==> config.mk <==
export PLATFORM = sky130hd
export DESIGN_NAME = legv8_bus_ctrl_flat
export DESIGN_NICKNAME = d
export VERILOG_FILES = /design/src/rtl/legv8_bus_pkg.sv /design/src/rtl/legv8_bus_ctrl_if.sv /design/src/rtl/legv8_addr_decode.sv /design/src/rtl/legv8_bus_ctrl.sv /design/src/flat_wrapper.sv
export SDC_FILE = /design/constraint.sdc
export NUM_CORES = 1
export LEC_CHECK = 0
export ABC_CLOCK_PERIOD_IN_PS = 2420
export BUFFER_PORTS_ARGS = -buffer_cell sky130_fd_sc_hd__buf_2
export CORE_MARGIN = 3
export CORE_UTILIZATION = 30
export CTS_BUF_LIST = sky130_fd_sc_hd__clkbuf_8 sky130_fd_sc_hd__clkbuf_16
export DETAILED_ROUTE_END_ITERATION = 6
export GPL_ROUTABILITY_DRIVEN = 0
export GPL_TIMING_DRIVEN = 0
export PLACE_DENSITY = 0.64
export SETUP_SLACK_MARGIN = 0.3
export SYNTH_ARGS = -nofsm -noshare
export SYNTH_HDL_FRONTEND = slang
export SYNTH_HIERARCHICAL = 1
export SYNTH_SLANG_ARGS = --single-unit
==> constraint.sdc <==
create_clock -name clock -period 2.42 [get_ports clock]
set_clock_uncertainty 0.05 [all_clocks]
set_input_delay 0.363 -clock clock [delete_from_list [all_inputs] [get_ports clock]]
set_output_delay 0.363 -clock clock [all_outputs]
set_load 0.005 [all_outputs]
==> src/rtl/legv8_bus_pkg.sv <==
// rtl/legv8_bus_pkg.sv - shared size/state encodings and lane helpers for the LEGv8 bus controller
package legv8_bus_pkg;

  typedef enum logic [1:0] {
    SZ_B = 2'b00,
    SZ_H = 2'b01,
    SZ_W = 2'b10,
    SZ_D = 2'b11
  } size_e;

  typedef enum logic [1:0] {
    IDLE   = 2'b00,
    ACCESS = 2'b01,
    RESP   = 2'b10
  } state_e;

  // Byte-lane enables for an 8-lane bus; narrower buses take the low lanes.
  function automatic logic [7:0] lane_mask(input logic [1:0] size, input logic [2:0] offset);
    logic [7:0] m;
    case (size)
      2'b00:   m = 8'h01;
      2'b01:   m = 8'h03;
      2'b10:   m = 8'h0F;
      default: m = 8'hFF;
    endcase
    return m << offset;
  endfunction

  function automatic logic misaligned(input logic [1:0] size, input logic [2:0] addr_lo);
    logic bad;
    case (size)
      2'b00:   bad = 1'b0;
      2'b01:   bad = addr_lo[0];
      2'b10:   bad = |addr_lo[1:0];
      default: bad = |addr_lo;
    endcase
    return bad;
  endfunction

endpackage

==> src/rtl/legv8_bus_ctrl_if.sv <==
// rtl/legv8_bus_ctrl_if.sv - datapath-side and memory-side signals of the bus controller
interface legv8_bus_ctrl_if #(
  parameter int DATA_W      = 64,
  parameter int ADDR_W      = 32,
  parameter int NUM_REGIONS = 2
);
  logic                          req;
  logic                          we;
  logic [1:0]                    size;
  logic                          sext;
  logic [ADDR_W-1:0]             addr;
  logic [DATA_W-1:0]             wdata;
  logic                          ready;
  logic                          err;
  logic [DATA_W-1:0]             rdata;
  logic [NUM_REGIONS-1:0]        mem_sel;
  logic                          mem_we;
  logic [ADDR_W-1:0]             mem_addr;
  logic [DATA_W/8-1:0]           mem_be;
  logic [DATA_W-1:0]             mem_wdata;
  logic [NUM_REGIONS*DATA_W-1:0] mem_rdata;

  modport slave (
    input  req, we, size, sext, addr, wdata, mem_rdata,
    output ready, err, rdata, mem_sel, mem_we, mem_addr, mem_be, mem_wdata
  );

  modport master (
    output req, we, size, sext, addr, wdata, mem_rdata,
    input  ready, err, rdata, mem_sel, mem_we, mem_addr, mem_be, mem_wdata
  );
endinterface

==> src/rtl/legv8_addr_decode.sv <==
// rtl/legv8_addr_decode.sv - combinational region decoder, lowest matching index wins
module legv8_addr_decode
  import legv8_bus_pkg::*;
#(
  parameter int                            ADDR_W      = 32,
  parameter int                            NUM_REGIONS = 2,
  parameter logic [NUM_REGIONS*ADDR_W-1:0] REGION_BASE = {32'h20000000, 32'h00000000},
  parameter logic [NUM_REGIONS*8-1:0]      REGION_AW   = {8'd10, 8'd8}
) (
  input  logic [ADDR_W-1:0]      i_addr,
  output logic [NUM_REGIONS-1:0] o_hit,
  output logic                   o_miss,
  output logic [ADDR_W-1:0]      o_off_addr
);

  function automatic logic [ADDR_W-1:0] span_mask(input logic [7:0] aw);
    logic [ADDR_W-1:0] f;
    for (int b = 0; b < ADDR_W; b++) begin
      f[b] = (b < int'(aw));
    end
    return f;
  endfunction

  // Scan from the top index down so the lowest matching region is the last to overwrite.
  always_comb begin
    logic [ADDR_W-1:0] m;
    o_hit      = '0;
    o_off_addr = '0;
    m          = '0;
    for (int i = NUM_REGIONS - 1; i >= 0; i--) begin
      m = span_mask(REGION_AW[i*8 +: 8]);
      if (((i_addr ^ REGION_BASE[i*ADDR_W +: ADDR_W]) & ~m) == '0) begin
        o_hit      = '0;
        o_hit[i]   = 1'b1;
        o_off_addr = i_addr & m;
      end
    end
  end

  assign o_miss = ~|o_hit;

endmodule

==> src/rtl/legv8_bus_ctrl.sv <==
// rtl/legv8_bus_ctrl.sv - LEGv8 memory-bus controller: decode, wait states, lane steering, read extension
module legv8_bus_ctrl
  import legv8_bus_pkg::*;
#(
  parameter int                            DATA_W      = 64,
  parameter int                            ADDR_W      = 32,
  parameter int                            NUM_REGIONS = 2,
  parameter logic [NUM_REGIONS*ADDR_W-1:0] REGION_BASE = {32'h20000000, 32'h00000000},
  parameter logic [NUM_REGIONS*8-1:0]      REGION_AW   = {8'd10, 8'd8},
  parameter logic [NUM_REGIONS*4-1:0]      REGION_WAIT = {4'd1, 4'd0}
) (
  input logic              clock,
  input logic              reset,
  legv8_bus_ctrl_if.slave  bus
);

  localparam int         LANES    = DATA_W / 8;
  localparam logic [2:0] OFF_MASK = 3'(LANES - 1);

  logic [NUM_REGIONS-1:0] w_hit;
  logic                   w_miss;
  logic [ADDR_W-1:0]      w_off_addr;
  logic [2:0]             w_off;
  logic                   w_err;
  logic [3:0]             w_wait;
  logic [7:0]             w_mask8;
  logic [DATA_W-1:0]      w_slice;
  logic [DATA_W-1:0]      w_shift;
  logic [DATA_W-1:0]      w_rd_ext;

  state_e                 r_state;
  logic [3:0]             r_wait;
  logic                   r_we;
  logic [1:0]             r_size;
  logic                   r_sext;
  logic [2:0]             r_off;
  logic                   r_ready;
  logic                   r_err;
  logic [DATA_W-1:0]      r_rdata;
  logic [NUM_REGIONS-1:0] r_mem_sel;
  logic                   r_mem_we;
  logic [ADDR_W-1:0]      r_mem_addr;
  logic [LANES-1:0]       r_mem_be;
  logic [DATA_W-1:0]      r_mem_wdata;

  legv8_addr_decode #(
    .ADDR_W      (ADDR_W),
    .NUM_REGIONS (NUM_REGIONS),
    .REGION_BASE (REGION_BASE),
    .REGION_AW   (REGION_AW)
  ) u_decode (
    .i_addr     (bus.addr),
    .o_hit      (w_hit),
    .o_miss     (w_miss),
    .o_off_addr (w_off_addr)
  );

  assign w_off   = bus.addr[2:0] & OFF_MASK;
  assign w_err   = w_miss | misaligned(bus.size, bus.addr[2:0]) |
                   ((DATA_W == 32) && (bus.size == SZ_D));
  assign w_mask8 = lane_mask(bus.size, w_off);

  always_comb begin
    w_wait = '0;
    for (int i = 0; i < NUM_REGIONS; i++) begin
      if (w_hit[i]) w_wait = REGION_WAIT[i*4 +: 4];
    end
  end

  always_comb begin
    w_slice = '0;
    for (int i = 0; i < NUM_REGIONS; i++) begin
      if (r_mem_sel[i]) w_slice = w_slice | bus.mem_rdata[i*DATA_W +: DATA_W];
    end
  end

  assign w_shift = w_slice >> {r_off, 3'b000};

  // Keep the low 8<<size bits, then fill above them with the sign bit or zeros.
  always_comb begin
    int               nbits;
    logic [DATA_W-1:0] keep;
    nbits = 8 << r_size;
    if (nbits > DATA_W) nbits = DATA_W;
    for (int b = 0; b < DATA_W; b++) begin
      keep[b] = (b < nbits);
    end
    if (r_sext && w_shift[nbits-1]) w_rd_ext = w_shift | ~keep;
    else                             w_rd_ext = w_shift & keep;
  end

  always_ff @(posedge clock or negedge reset) begin
    if (!reset) begin
      r_state     <= IDLE;
      r_wait      <= '0;
      r_we        <= 1'b0;
      r_size      <= '0;
      r_sext      <= 1'b0;
      r_off       <= '0;
      r_ready     <= 1'b0;
      r_err       <= 1'b0;
      r_rdata     <= '0;
      r_mem_sel   <= '0;
      r_mem_we    <= 1'b0;
      r_mem_addr  <= '0;
      r_mem_be    <= '0;
      r_mem_wdata <= '0;
    end else begin
      case (r_state)
        IDLE, RESP: begin
          r_ready <= 1'b0;
          r_err   <= 1'b0;
          r_state <= IDLE;
          if (bus.req) begin
            if (w_err) begin
              r_state <= RESP;
              r_ready <= 1'b1;
              r_err   <= 1'b1;
              r_rdata <= '0;
            end else begin
              r_state     <= ACCESS;
              r_we        <= bus.we;
              r_size      <= bus.size;
              r_sext      <= bus.sext;
              r_off       <= w_off;
              r_wait      <= w_wait;
              r_mem_sel   <= w_hit;
              r_mem_addr  <= w_off_addr & ~ADDR_W'(OFF_MASK);
              r_mem_be    <= w_mask8[LANES-1:0];
              r_mem_wdata <= bus.wdata << {w_off, 3'b000};
              r_mem_we    <= bus.we && (w_wait == 4'd0);
            end
          end
        end
        ACCESS: begin
          if (r_wait != 4'd0) begin
            r_wait   <= r_wait - 4'd1;
            r_mem_we <= r_we && (r_wait == 4'd1);
          end else begin
            r_state   <= RESP;
            r_ready   <= 1'b1;
            r_err     <= 1'b0;
            r_mem_sel <= '0;
            r_mem_we  <= 1'b0;
            r_mem_be  <= '0;
            if (!r_we) r_rdata <= w_rd_ext;
          end
        end
        default: r_state <= IDLE;
      endcase
    end
  end

  assign bus.ready     = r_ready;
  assign bus.err       = r_err;
  assign bus.rdata     = r_rdata;
  assign bus.mem_sel   = r_mem_sel;
  assign bus.mem_we    = r_mem_we;
  assign bus.mem_addr  = r_mem_addr;
  assign bus.mem_be    = r_mem_be;
  assign bus.mem_wdata = r_mem_wdata;

endmodule

==> src/flat_wrapper.sv <==
// flat-port wrapper written by rule: the top's interface ports become plain ports
module legv8_bus_ctrl_flat import legv8_bus_pkg::*;
#(
  parameter int                            DATA_W      = 64,
  parameter int                            ADDR_W      = 32,
  parameter int                            NUM_REGIONS = 2,
  parameter logic [NUM_REGIONS*ADDR_W-1:0] REGION_BASE = {32'h20000000, 32'h00000000},
  parameter logic [NUM_REGIONS*8-1:0]      REGION_AW   = {8'd10, 8'd8},
  parameter logic [NUM_REGIONS*4-1:0]      REGION_WAIT = {4'd1, 4'd0}
)
  (clock, reset, bus_req, bus_we, bus_size, bus_sext, bus_addr, bus_wdata, bus_mem_rdata, bus_ready, bus_err, bus_rdata, bus_mem_sel, bus_mem_we, bus_mem_addr, bus_mem_be, bus_mem_wdata);
  legv8_bus_ctrl_if #(.DATA_W(DATA_W), .ADDR_W(ADDR_W), .NUM_REGIONS(NUM_REGIONS)) bus_i ();
  input logic clock;
  input logic reset;
  input wire logic [$bits(bus_i.req)-1:0] bus_req;
  input wire logic [$bits(bus_i.we)-1:0] bus_we;
  input wire logic [$bits(bus_i.size)-1:0] bus_size;
  input wire logic [$bits(bus_i.sext)-1:0] bus_sext;
  input wire logic [$bits(bus_i.addr)-1:0] bus_addr;
  input wire logic [$bits(bus_i.wdata)-1:0] bus_wdata;
  input wire logic [$bits(bus_i.mem_rdata)-1:0] bus_mem_rdata;
  output wire logic [$bits(bus_i.ready)-1:0] bus_ready;
  output wire logic [$bits(bus_i.err)-1:0] bus_err;
  output wire logic [$bits(bus_i.rdata)-1:0] bus_rdata;
  output wire logic [$bits(bus_i.mem_sel)-1:0] bus_mem_sel;
  output wire logic [$bits(bus_i.mem_we)-1:0] bus_mem_we;
  output wire logic [$bits(bus_i.mem_addr)-1:0] bus_mem_addr;
  output wire logic [$bits(bus_i.mem_be)-1:0] bus_mem_be;
  output wire logic [$bits(bus_i.mem_wdata)-1:0] bus_mem_wdata;
  assign bus_i.req = bus_req;
  assign bus_i.we = bus_we;
  assign bus_i.size = bus_size;
  assign bus_i.sext = bus_sext;
  assign bus_i.addr = bus_addr;
  assign bus_i.wdata = bus_wdata;
  assign bus_i.mem_rdata = bus_mem_rdata;
  assign bus_ready = bus_i.ready;
  assign bus_err = bus_i.err;
  assign bus_rdata = bus_i.rdata;
  assign bus_mem_sel = bus_i.mem_sel;
  assign bus_mem_we = bus_i.mem_we;
  assign bus_mem_addr = bus_i.mem_addr;
  assign bus_mem_be = bus_i.mem_be;
  assign bus_mem_wdata = bus_i.mem_wdata;
  legv8_bus_ctrl #(.DATA_W(DATA_W), .ADDR_W(ADDR_W), .NUM_REGIONS(NUM_REGIONS), .REGION_BASE(REGION_BASE), .REGION_AW(REGION_AW), .REGION_WAIT(REGION_WAIT)) u_core (.clock(clock), .reset(reset), .bus(bus_i));
endmodule
==> results.sh <==
export IMPL_status="finished with violations"
export IMPL_failed_checks="DRC, setup timing"
export IMPL_drt_vias_per_instance=5.640
export IMPL_critical_path_class="register to register"
export IMPL_fin_crit_ns=2.549
export IMPL_cts_num_sinks=183
export IMPL_wl_um=57330
export IMPL_slew_headroom_pct=44.55
export IMPL_pwr_density_cell_nw_per_um2=381.7
export IMPL_fin_area_um2=17560
export IMPL_clock_latency_ns=0.46
export IMPL_netlist_area_um2=11410
export IMPL_whs_ns=0.06168
export IMPL_grt_pass1_wl_um=82410
export IMPL_start_util_pct=30.81
export IMPL_pin_count=404
export IMPL_numCtsBuffers=17
export IMPL_htree_levels=4
export IMPL_drtAntennaViolNets=0
export IMPL_fp_coreArea_um2=37050
export IMPL_via_count=13280
export IMPL_wl_per_cell_um=24.35
export IMPL_dp_cells=2203
export IMPL_syn_inst=1277
export IMPL_fin_cells=2354
export IMPL_grt_pass1_vias=13140
export IMPL_hp_class="input pin to register"
export IMPL_syn2layout_area_growth_pct=53.86
export IMPL_finalSetupViolCount=53
export IMPL_setup_worst_path_end_class="register"
export IMPL_tightest_slew_ns=0.8317
export IMPL_peakVddDrop_uv=512.1
export IMPL_grtUsageTotal_pct=26.49
export IMPL_die_height_um=201.1
export IMPL_crit_required_ns=2.73
export IMPL_rows=70
export IMPL_p_leak_nw=8.656
export IMPL_critical_path_arrival_ns=2.86
export IMPL_hold_violations=0
export IMPL_overflow=0
export IMPL_path_clk_slew_ns=0.07
export IMPL_layout_drive_gt1_share_pct=48.97
export IMPL_root_buffer="clkbuf_16"
export IMPL_finalMaxSlewViolations=0
export IMPL_die_area_um2=40420
export IMPL_hpwl_um=41440
export IMPL_placed_area_um2=14460
export IMPL_rsz0062_at_grt="true"
export IMPL_crit_fanout=6
export IMPL_drtIter0Drc=1321
export IMPL_clockBufferDepth=2
export IMPL_die_w_um=201.1
export IMPL_fmax_ghz=0.3923
export IMPL_fillers=3518
export IMPL_min_period_over_period_pct=105.3
export IMPL_grt_start_max_net_pins=106
export IMPL_finalNetCount=2070
export IMPL_cts_tree="yes"
export IMPL_finish_utilization_pct=47.40
export IMPL_setup_tns_ns=-4.505
export IMPL_cp_start_kind="register"
export IMPL_port_buffers=397
export IMPL_syn_area_per_cell_um2=8.938
export IMPL_drv_cap=0
export IMPL_drc_errors=1
export IMPL_grt_antenna_before_repair=4
export IMPL_first_pass_iters=7
export IMPL_yosysWarningCount=6
export IMPL_fin_ws_ns=-0.1294
==> sequential cells by signal, indices dropped and copies added (netlist names), 2 cells and up <==
signal                cells
u_core/bus.mem_addr      29
u_core/bus.mem_be         8
u_core/bus.mem_sel        2
u_core/bus.mem_wdata     64
u_core/bus.rdata         64
u_core/r_off              3
u_core/r_size             2
u_core/r_state            2
u_core/r_wait             4
==> cell type report <==
class / instances / area (um2) / share of cell area [%]
tap: 504 / 630.6 / 3.591
clock inverter: 13 / 125.1 / 0.7125
timing repair buffer: 516 / 3346 / 19.05
inverter: 14 / 58.81 / 0.3349
multi-input combinational: 965 / 7219 / 41.11
buffer: 138 / 1140 / 6.491
clock buffer: 19 / 452.9 / 2.579
antenna: 2 / 5.005 / 0.02850
sequential: 183 / 4583 / 26.10
==> cell usage in the layout, fill, tap and decap left out, drive strengths merged, types with 27 or more instances in the layout <==
| master | count |
|---|---|
| a211oi | 31 |
| a21oi | 59 |
| a22oi | 92 |
| buf | 592 |
| clkbuf | 80 |
| dfrtp | 183 |
| mux2i | 70 |
| mux4 | 27 |
| nand2 | 262 |
| nor2 | 73 |
| o21ai | 71 |
==> repair_timing <==
action                                 in CTS  in global routing
setup buffers                              62                 41
hold buffers                                1                  0
resized for setup                         234                147
pin swaps                                  51                 44
setup endpoints to repair                 177                172
gates cloned                                5                  8
endpoints found under the hold margin     104                  0
==> report_power, final <==
| part | internal (mW) | leakage (nW) | switching (mW) |
|---|---|---|---|
| Combinational | 0.323 | 5.86 | 0.488 |
| Sequential | 3.06 | 2.51 | 0.00134 |
| Clock | 1.42 | 0.282 | 1.41 |
==> worst max-delay path, cell delays in order, from the launching register on <==
cell,delay (ns)
dfrtp_2,0.44
buf_6,0.11
buf_6,0.08
a22oi_2,0.10
mux4_2,0.54
a222oi_1,0.40
buf_4,0.21
a32oi_4,0.12
buf_8,0.18
buf_6,0.12
o211ai_1,0.08
==> per-layer routing <==
layer	GRT usage, %	vias up	part of all wire, %
met4	14.53	4	6.2
li1	-	5752	-
met1	29.34	6383	34
met5	0	-	0.040
met3	7.670	219	10
met2	45.75	918	49
==> path summary, 6_finish.rpt <==
kind,start,endpoint,slack (ns),cells after the start
setup / recovery,u_core/bus.mem_sel[0],u_core/bus.rdata[39],-0.13,10
min in group asynchronous,reset,u_core/bus.mem_addr[23],0.52,2
setup reg to reg,u_core/bus.mem_sel[0],u_core/bus.rdata[39],-0.13,10
max in group asynchronous,reset,u_core/bus.mem_sel[0],0.89,3
hold reg to reg,u_core/bus.mem_addr[20],u_core/bus.mem_addr[20],0.42,2
hold / removal,bus_sext,u_core/r_sext,0.06,3
==> through the flow <==
stage	setup WS, ns	total power [mW]
after floorplan	0.1469	3.442
after global placement	-2.494	3.850
after detailed placement	-0.5932	3.867
after CTS	0.04049	6.753
after global routing	-0.2011	6.977
final	-0.1294	6.703
No activity file was read; power rests on OpenSTA's default activity.
